## src/rtl/int_controller_pv_pkg.sv

```systemverilog
// Shared encodings for the parametrised interrupt controller: handshake
// states and the reserved "no interrupt" ID.
package int_controller_pv_pkg;

    typedef enum logic [1:0] {
        ST_IDLE    = 2'd0,
        ST_REQ     = 2'd1,
        ST_SERVICE = 2'd2
    } state_t;

    localparam int NO_IRQ_ID = 0;

endpackage

```

## src/rtl/int_controller_pv_irq_channel.sv

```systemverilog
// One interrupt channel: input synchroniser, previous-sample flop and sticky pending bit.
// Latency SYNC_STAGES+1 cycles from irq to pending; no backpressure (pending holds until cleared).
module int_controller_pv_irq_channel #(
    parameter int SYNC_STAGES = 2
) (
    input  logic clk,
    input  logic reset,
    input  logic irq,
    input  logic level,
    input  logic clr,
    input  logic grant,
    input  logic restore,
    output logic pending
);

    logic s;
    logic p;
    logic set_ev;

    generate
        if (SYNC_STAGES == 0) begin : g_bypass
            assign s = irq;
        end else begin : g_sync
            logic [SYNC_STAGES-1:0] chain;
            always_ff @(posedge clk or negedge reset) begin
                if (!reset) begin
                    chain <= '0;
                end else begin
                    chain[0] <= irq;
                    for (int i = 1; i < SYNC_STAGES; i++) begin
                        chain[i] <= chain[i-1];
                    end
                end
            end
            assign s = chain[SYNC_STAGES-1];
        end
    endgenerate

    assign set_ev = level ? s : (s & ~p);

    // A new event (or a withdrawn grant) beats any clear in the same cycle,
    // so nothing arriving alongside its own grant is dropped.
    always_ff @(posedge clk or negedge reset) begin
        if (!reset) begin
            p       <= 1'b0;
            pending <= 1'b0;
        end else begin
            p <= s;
            if (set_ev || restore) begin
                pending <= 1'b1;
            end else if (clr || grant) begin
                pending <= 1'b0;
            end
        end
    end

endmodule

```

## src/rtl/int_controller_pv.sv

```systemverilog
// Fixed-priority interrupt controller (lowest channel wins, ID = channel+1) with IDLE/REQ/SERVICE handshake.
// int_cpu rises 1 cycle after pending; a REQ withdrawn by int_disabled re-pends its channel.
module int_controller_pv
    import int_controller_pv_pkg::*;
#(
    parameter int N_IRQ       = 10,
    parameter int ID_W        = 8,
    parameter int SYNC_STAGES = 2
) (
    input  logic             clk,
    input  logic             reset,
    input  logic [N_IRQ-1:0] irq,
    input  logic [N_IRQ-1:0] irq_mask,
    input  logic [N_IRQ-1:0] irq_level,
    input  logic             int_disabled,
    input  logic             int_ack,
    input  logic             reti,
    input  logic [N_IRQ-1:0] clear_pending,
    output logic             int_cpu,
    output logic [ID_W-1:0]  int_id,
    output logic [N_IRQ-1:0] pending,
    output logic             in_service
);

    generate
        if (N_IRQ < 1 || N_IRQ > 64) begin : g_bad_n_irq
            $error("int_controller_pv: N_IRQ must be in 1..64");
        end
        if (ID_W < $clog2(N_IRQ + 1)) begin : g_bad_id_w
            $error("int_controller_pv: ID_W too narrow for N_IRQ+1 IDs");
        end
    endgenerate

    state_t           state_q, state_d;
    logic             int_cpu_d;
    logic [ID_W-1:0]  int_id_d;
    logic             in_service_d;
    logic [N_IRQ-1:0] eligible;
    logic [N_IRQ-1:0] win_onehot;
    logic [ID_W-1:0]  win_id;
    logic             win_vld;
    logic [N_IRQ-1:0] grant_vec;
    logic [N_IRQ-1:0] restore_vec;

    for (genvar g = 0; g < N_IRQ; g++) begin : g_chan
        int_controller_pv_irq_channel #(
            .SYNC_STAGES (SYNC_STAGES)
        ) u_irq_channel (
            .clk     (clk),
            .reset   (reset),
            .irq     (irq[g]),
            .level   (irq_level[g]),
            .clr     (clear_pending[g]),
            .grant   (grant_vec[g]),
            .restore (restore_vec[g]),
            .pending (pending[g])
        );
    end

    assign eligible = pending & irq_mask;

    // Scan downwards so the last hit is the lowest index.
    always_comb begin
        win_vld    = 1'b0;
        win_id     = ID_W'(NO_IRQ_ID);
        win_onehot = '0;
        for (int i = N_IRQ - 1; i >= 0; i--) begin
            if (eligible[i]) begin
                win_vld       = 1'b1;
                win_id        = ID_W'(i + 1);
                win_onehot    = '0;
                win_onehot[i] = 1'b1;
            end
        end
    end

    always_comb begin
        state_d      = state_q;
        int_cpu_d    = int_cpu;
        int_id_d     = int_id;
        in_service_d = in_service;
        grant_vec    = '0;
        restore_vec  = '0;
        case (state_q)
            ST_IDLE: begin
                if (!int_disabled && win_vld) begin
                    state_d   = ST_REQ;
                    int_cpu_d = 1'b1;
                    int_id_d  = win_id;
                    grant_vec = win_onehot;
                end
            end
            ST_REQ: begin
                if (int_ack) begin
                    state_d      = ST_SERVICE;
                    int_cpu_d    = 1'b0;
                    in_service_d = 1'b1;
                end else if (int_disabled) begin
                    state_d   = ST_IDLE;
                    int_cpu_d = 1'b0;
                    int_id_d  = ID_W'(NO_IRQ_ID);
                    for (int i = 0; i < N_IRQ; i++) begin
                        restore_vec[i] = (int_id == ID_W'(i + 1));
                    end
                end
            end
            ST_SERVICE: begin
                if (reti) begin
                    state_d      = ST_IDLE;
                    in_service_d = 1'b0;
                    int_id_d     = ID_W'(NO_IRQ_ID);
                end
            end
            default: begin
                state_d      = ST_IDLE;
                int_cpu_d    = 1'b0;
                int_id_d     = ID_W'(NO_IRQ_ID);
                in_service_d = 1'b0;
            end
        endcase
    end

    always_ff @(posedge clk or negedge reset) begin
        if (!reset) begin
            state_q    <= ST_IDLE;
            int_cpu    <= 1'b0;
            int_id     <= ID_W'(NO_IRQ_ID);
            in_service <= 1'b0;
        end else begin
            state_q    <= state_d;
            int_cpu    <= int_cpu_d;
            int_id     <= int_id_d;
            in_service <= in_service_d;
        end
    end

endmodule

```

## config.mk

```make
export PLATFORM = sky130hd
export DESIGN_NAME = int_controller_pv
export DESIGN_NICKNAME = d
export VERILOG_FILES = /design/src/rtl/int_controller_pv_pkg.sv /design/src/rtl/int_controller_pv_irq_channel.sv /design/src/rtl/int_controller_pv.sv
export SDC_FILE = /design/constraint.sdc
export NUM_CORES = 1
export LEC_CHECK = 0
export BUFFER_PORTS_ARGS = -buffer_cell sky130_fd_sc_hd__buf_2
export CAP_MARGIN = 0
export CORE_UTILIZATION = 54
export CTS_CLUSTER_DIAMETER = 50
export DETAILED_ROUTE_END_ITERATION = 12
export GPL_TIMING_DRIVEN = 0
export PLACE_DENSITY = 0.9
export SYNTH_ARGS = -nofsm -noshare
export SYNTH_HDL_FRONTEND = slang
export SYNTH_SLANG_ARGS = --single-unit
```

## constraint.sdc

```tcl
create_clock -name clk -period 3.65 [get_ports clk]
set_clock_uncertainty 0.2 [all_clocks]
set_input_delay 1.095 -clock clk [delete_from_list [all_inputs] [get_ports clk]]
set_output_delay 1.095 -clock clk [all_outputs]
set_load 0.03 [all_outputs]
```

Word level (Yosys, flattened, before mapping) --
Cells that the tools add are included.
Storage, ports and cells: register bits 52, bits of input ports 45, output and inout port bits 20, word-level logic and storage cells 194
Operators by class: equality and inequality tests 18, multiplexer cells 82, bitwise operators 23, reductions and logical operators 37
Operators by type and width (number):
- $mux 10 | 15
- $mux 8 | 13
- $mux 1 | 45
- $eq 8x3->1 const B | 4
- $eq 8x4->1 const B | 3
- $pmux 8 s3 | 1
- $logic_or 1x1->1 | 20
- $reduce_bool 2->1 | 10
- $eq 8x2->1 const B | 2
- $not 1->1 | 12
- $and 1x1->1 | 10
- $and 10x10->10 | 1
- $ne 2x2->1 const B | 5
- $reduce_and 3->1 | 3
- $eq 8x1->1 const B | 1
- $mux 2 | 4
- $pmux 1 s3 | 2
- $pmux 2 s3 | 1
- $mux 4 | 1
- $reduce_and 4->1 | 1
- $ne 3x3->1 const B | 1
- $eq 2x1->1 const B | 1
- $eq 2x2->1 const B | 1
- $logic_not 2->1 | 1
- other kinds (2) | 2

Depth between registers and ports, before layout --
word-level depth 17, mapped depth 6, gate-level depth less buffers 5

Modules after synthesis --
From an unflattened synthesis, not the netlist that was laid out.
Unflattened totals: cell total of the unflattened synthesis 174, area total of the unflattened synthesis 2074.5 um2
Modules (own cells, without submodules):
- int_controller_pv_irq_channel | instances 10, cells an instance 7, area each 127.6 um2, seq. area each 100.1 um2
- int_controller_pv | instances 1, cells an instance 104, area each 798.3 um2, seq. area each 200.2 um2

Least setup slack after synthesis --
No wires, ideal clock.
path kind input port to flip-flop, start input port irq_mask[9], end register g_chan[1].u_irq_channel.pending, setup time 0.080 ns, arrival 2.302 ns, required time 3.370 ns, path slack 1.068 ns, stages on the path 5, buffers on the path 0, cell sequence a222oi_1 and3_1 nand3_2 a311o_1 o211ai_2
On the way: cells in the longest elaborated chain, start to end 16
RTL lines:
- start, declared | RTL line int_controller_pv.sv:13 | input logic [N_IRQ-1:0] irq_mask,
- $and 10x10->10 | RTL line int_controller_pv.sv:60 | assign eligible = pending & irq_mask;
- $mux 1 (10 in a row) | RTL line int_controller_pv.sv:68 | if (eligible[i]) begin
- $logic_and 1x1->1 | RTL line int_controller_pv.sv:86 | if (!int_disabled && win_vld) begin
- $mux 10 | RTL line int_controller_pv.sv:86
- $mux 10 | RTL line int_controller_pv.sv:84 | case (state_q)
- $logic_or 1x1->1 | RTL line int_controller_pv_irq_channel.sv:51 | end else if (clr || grant) begin
- $reduce_bool 2->1 (no source line)
- end signal, assigned | RTL line int_controller_pv_irq_channel.sv:46 | pending <= 1'b0;
- end signal, assigned | RTL line int_controller_pv_irq_channel.sv:50 | pending <= 1'b1;
- end signal, assigned | RTL line int_controller_pv_irq_channel.sv:52 | pending <= 1'b0;
- end, declared | RTL line int_controller_pv_irq_channel.sv:13 | output logic pending
Every way passes these cells. A chain may end at the register's enable or synchronous reset.

Final worst setup path --
Ends and elaborated chain as after synthesis.

==> results summary <==
The clock slew at the register clock pins of the worst setup and hold paths is 0.08 ns. In this run the critical register-to-register path is launched from g_chan[9].u_irq_channel.pending. The worst setup path is launched from a primary input. The startpoint identified for the worst hold timing path is g_chan[3].u_irq_channel.g_sync.chain[0].

Using the TritonRoute via totals, the vias-per-cell ratio works out to 5.38. The number of buffers inserted for hold repair after clock tree synthesis came out at 0. The count of endpoints failing hold in the final timing report came out at 0.

The HPWL reported at the end of detailed placement came out at 3210 um. At the worst endpoint, the required time is 3.68 ns. The most used flip-flop cell after synthesis is sky130_fd_sc_hd__dfrtp_1. The critical path is of the in2reg type. The static leakage came out at 1.25 nW.

The area added between synthesis and finish came out at 26.0%. The total of fill cells in the finished design is 261. The global-route usage over all layers came out at 23.4%. The type of the most critical hold path is reg2reg.

Routability-driven placement finished with a final weighted congestion of 0.910. In the finished design, the share of the clock period the worst path needs comes to 71.1%. The number of max-cap violations came out at 0. The post-cts resize count came out at 0. The number of buffers created by CTS came out at 5. The final count of pins violating max slew is 0.

Along the worst path, the maximum fanout reaches 4. The transition time of the tightest slew-check pin is 0.997 ns. The boundary pin count came out at 65.

The endpoint identified for the worst register-to-register timing path is g_chan[1].u_irq_channel.pending. In this run the core area contains 21 standard-cell rows. The initial antenna violation count came out at 0. After synthesis, the mean cell area works out to 11.0 sq um.

The area used by multi-input combinational logic came out at 671 sq um. The H-tree depth is 2. Clock tree synthesis selected as its root buffer the cell sky130_fd_sc_hd__clkbuf_8. The first routing iteration left 101 violations. The fraction of layout instances using a drive strength above 1 is 34.0%. Traced cell by cell, the critical path runs through buf_2, a222oi_1, and3_1, nand3_2, a311o_1, o211ai_2. The later pin in the worst-skew pair is clocked with a latency of 0.30 ns. The final route contains 1625 vias. The arithmetic-cell share of the synthesized area counting full adders, half adders and majority gates is 0%. The starting density of the core came out at 58.4%. The core region is 3470 sq um. The total setup buffers inserted after CTS came out at 0. Final hold analysis gives a worst-case slack of 0.153 ns. The number of buffers on the longest clock path is 2. The number of search-and-repair iterations in the first detailed-routing pass came out at 4. The highest clock frequency the design can meet is 385 MHz. The worst register-to-register path has a setup slack of 1.50 ns.

The number of enable-type register cells in the synthesized netlist came out at 0. The worst setup path is captured at a register. The maximum number of pins on one net before global-route repair came out at 49. The sequential cell area is 1200 sq um. The die is 63.3 um wide.

Summing the areas of all compound-gate instances in the mapped netlist gives 18.0% of the synthesized area. The largest voltage drop on the vdd net came out at 0.000376 V. The path with the worst hold slack has its endpoint at g_chan[3].u_irq_channel.g_sync.chain[1]. The cell depth of the worst flop-to-flop path came out at 5. The time the final worst path needs with I/O delays and setup is 2.60 ns. The run finished with clean final reports. The simple-gate portion of the synthesized area came out at 13.8%. The total power divided by cell area is 573 nW/um^2.

The post-layout utilization of the core came out at 73.7%. The worst slew slack as a fraction of its limit came out at 33.5%. The residual antenna-violating net count after detailed routing came out at 0.

The combined area of all synthesized cells came out at 2030 sq um. TritonCTS built the clock tree. For this run, design rule violations remaining after detail routing come to 0. Synthesis produced a netlist whose cell count is 185.

The flop and latch count out of synthesis came out at 48. Of all flip-flops after synthesis, the portion carrying an async set or reset was 100%. The number of library cell types mapped by synthesis came out at 37. The number of nets in the layout came out at 300. By area, the combinational part of the netlist is dominated by compound AO/OA/AOI/OAI gates. For the final routed database, the setup TNS stands at 0 ns. The delay of the slowest cell on the worst path came out at 0.53 ns. The number of input and output port buffers inserted came out at 60. CTS saw 48 sinks. The final global-route overflow total is 0. After Yosys synthesis, XOR and XNOR cells account for 0% of the synthesized area.

After synthesis, the share of cell area in mux cells is 0.556%. 0 antenna diodes ended up in the layout. The final layout contains routed wiring with a total length of 4300 um. The number of warnings printed during yosys synthesis came out at 0. The number of endpoints failing setup at the final stage is 0. The die area is 4000 sq um.

Along the worst hold path, the cell count comes to 0. The per-cell routed wire length came out at 14.2 um. The arrival time reported for the critical path endpoint is 2.63 ns.

The die outline height came out at 63.3 um. The sequential area share after synthesis is 59.3%. The via count of the first global-routing pass was 1577. The first global-routing pass estimated 7060 um of wire.

Setup repair after global routing left no endpoint under its margin. The cell with the largest stage delay on the worst path is sky130_fd_sc_hd__a222oi_1.
metrics by stage:
step	cell area, sq um	power [mW]	setup slack (ns)	instances
4_1_cts	2550	1.47	1.09	302
6_report	2550	1.46	1.05	302
3_5_place_dp	2400	0.956	0.787	294
5_1_grt	2550	1.53	0.957	302
2_1_floorplan	2040	0.842	1.07	188
3_3_place_gp	2400	0.945	0.775	294
logic make-up (layout without fill, tap and decap cells):
family / Yosys count / count (layout)
and+or+nand+nor: 58 / 58
DFF: 48 / 48
AOI/OAI and AO/OA: 47 / 47
buffers and inverters: 30 / 98
other: 1 / 4
muxes: 1 / 1
layout by cell type (no fill, tap or decap), types with 2 or more instances in the layout:
master,netlist,final
sky130_fd_sc_hd__a21oi_1,7,7
sky130_fd_sc_hd__a221o_1,2,2
sky130_fd_sc_hd__a22oi_1,4,4
sky130_fd_sc_hd__a311o_1,3,3
sky130_fd_sc_hd__a311oi_1,3,3
sky130_fd_sc_hd__a31oi_1,2,2
sky130_fd_sc_hd__a32oi_1,2,2
sky130_fd_sc_hd__and2_1,2,2
sky130_fd_sc_hd__and3_1,2,2
sky130_fd_sc_hd__buf_2,1,61
sky130_fd_sc_hd__buf_4,14,14
sky130_fd_sc_hd__bufinv_16,0,3
sky130_fd_sc_hd__clkbuf_8,0,5
sky130_fd_sc_hd__conb_1,1,4
sky130_fd_sc_hd__dfrtp_1,48,48
sky130_fd_sc_hd__inv_1,13,13
sky130_fd_sc_hd__nand2_1,22,22
sky130_fd_sc_hd__nand2b_1,9,9
sky130_fd_sc_hd__nand3_1,4,4
sky130_fd_sc_hd__nor2_1,10,10
sky130_fd_sc_hd__nor2b_1,3,3
sky130_fd_sc_hd__nor3_1,3,3
sky130_fd_sc_hd__o21ai_0,10,10
sky130_fd_sc_hd__o221ai_1,2,2
sky130_fd_sc_hd__o2bb2ai_1,2,2
sky130_fd_sc_hd__o311ai_0,3,3
power breakdown:
| group | switching, mW | internal [mW] |
|---|---|---|
| registers | 0.0438 | 0.584 |
| logic | 0.203 | 0.116 |
| clock network | 0.173 | 0.342 |
| total | 0.420 | 1.04 |
worst max path at each step:
stage / from / to / slack, ns / cells after the start
after floorplan: irq_mask[9] / g_chan[1].u_irq_channel.pending / 1.07 / 5
after global placement: irq_mask[9] / g_chan[1].u_irq_channel.pending / 0.77 / 6
after detailed placement: irq_mask[5] / int_id[2] / 0.79 / 6
after CTS: irq_mask[9] / g_chan[1].u_irq_channel.pending / 1.09 / 6
after global routing: irq_mask[3] / int_id[2] / 0.96 / 6
final: irq_mask[9] / g_chan[1].u_irq_channel.pending / 1.05 / 6
registers in the layout, summed over array words and instances (netlist names):
register / cells
g_chan.u_irq_channel.pending: 10
int_cpu: 1
g_chan.u_irq_channel.p: 10
state_q: 2
int_id: 4
in_service: 1
g_chan.u_irq_channel.g_sync.chain: 20
cells in the mapped netlist, types with 2 or more instances:
cell type	number	area, sq um
sky130_fd_sc_hd__a221o_1	2	20.0
sky130_fd_sc_hd__a311o_1	3	30.0
sky130_fd_sc_hd__o311ai_0	3	26.3
sky130_fd_sc_hd__dfrtp_1	48	1200
sky130_fd_sc_hd__o2bb2ai_1	2	17.5
sky130_fd_sc_hd__buf_4	14	105
sky130_fd_sc_hd__inv_1	13	48.8
sky130_fd_sc_hd__nand2_1	22	82.6
sky130_fd_sc_hd__a22oi_1	4	30.0
sky130_fd_sc_hd__a31oi_1	2	12.5
sky130_fd_sc_hd__a21oi_1	7	35.0
sky130_fd_sc_hd__nand3_1	4	20.0
sky130_fd_sc_hd__o221ai_1	2	17.5
sky130_fd_sc_hd__a311oi_1	3	26.3
sky130_fd_sc_hd__nor2_1	10	37.5
sky130_fd_sc_hd__nand2b_1	9	56.3
sky130_fd_sc_hd__a32oi_1	2	17.5
sky130_fd_sc_hd__o21ai_0	10	50.1
sky130_fd_sc_hd__nor2b_1	3	18.8
sky130_fd_sc_hd__and2_1	2	12.5
sky130_fd_sc_hd__and3_1	2	12.5
sky130_fd_sc_hd__nor3_1	3	15.0
critical path, delay by kind of cell:
kind / cells / cell delay, ns
compound gates: 3 / 1.00
simple gates: 2 / 0.42
buf+inv: 1 / 0.12
final cells by class:
class	instances	area share, %
inverters	13	1.91
clock inverters	3	3.53
repair buffers	60	11.8
flip-flops and latches	48	47.0
clock buffers	5	2.69
multi-input cells	110	26.2
well taps	46	2.25
plain buffers	17	4.60
metal layers:
| metal | vias up | GRT usage (%) | part of all wire [%] |
|---|---|---|---|
| li1 | 773 | - | - |
| met1 | 777 | 30.0 | 43 |
| met2 | 68 | 37.8 | 49 |
| met3 | 7 | 4.53 | 6.4 |
| met4 | 0 | 11.9 | 2.0 |
| met5 | - | 0 | 0 |
Power figures use the tool's default switching activity.
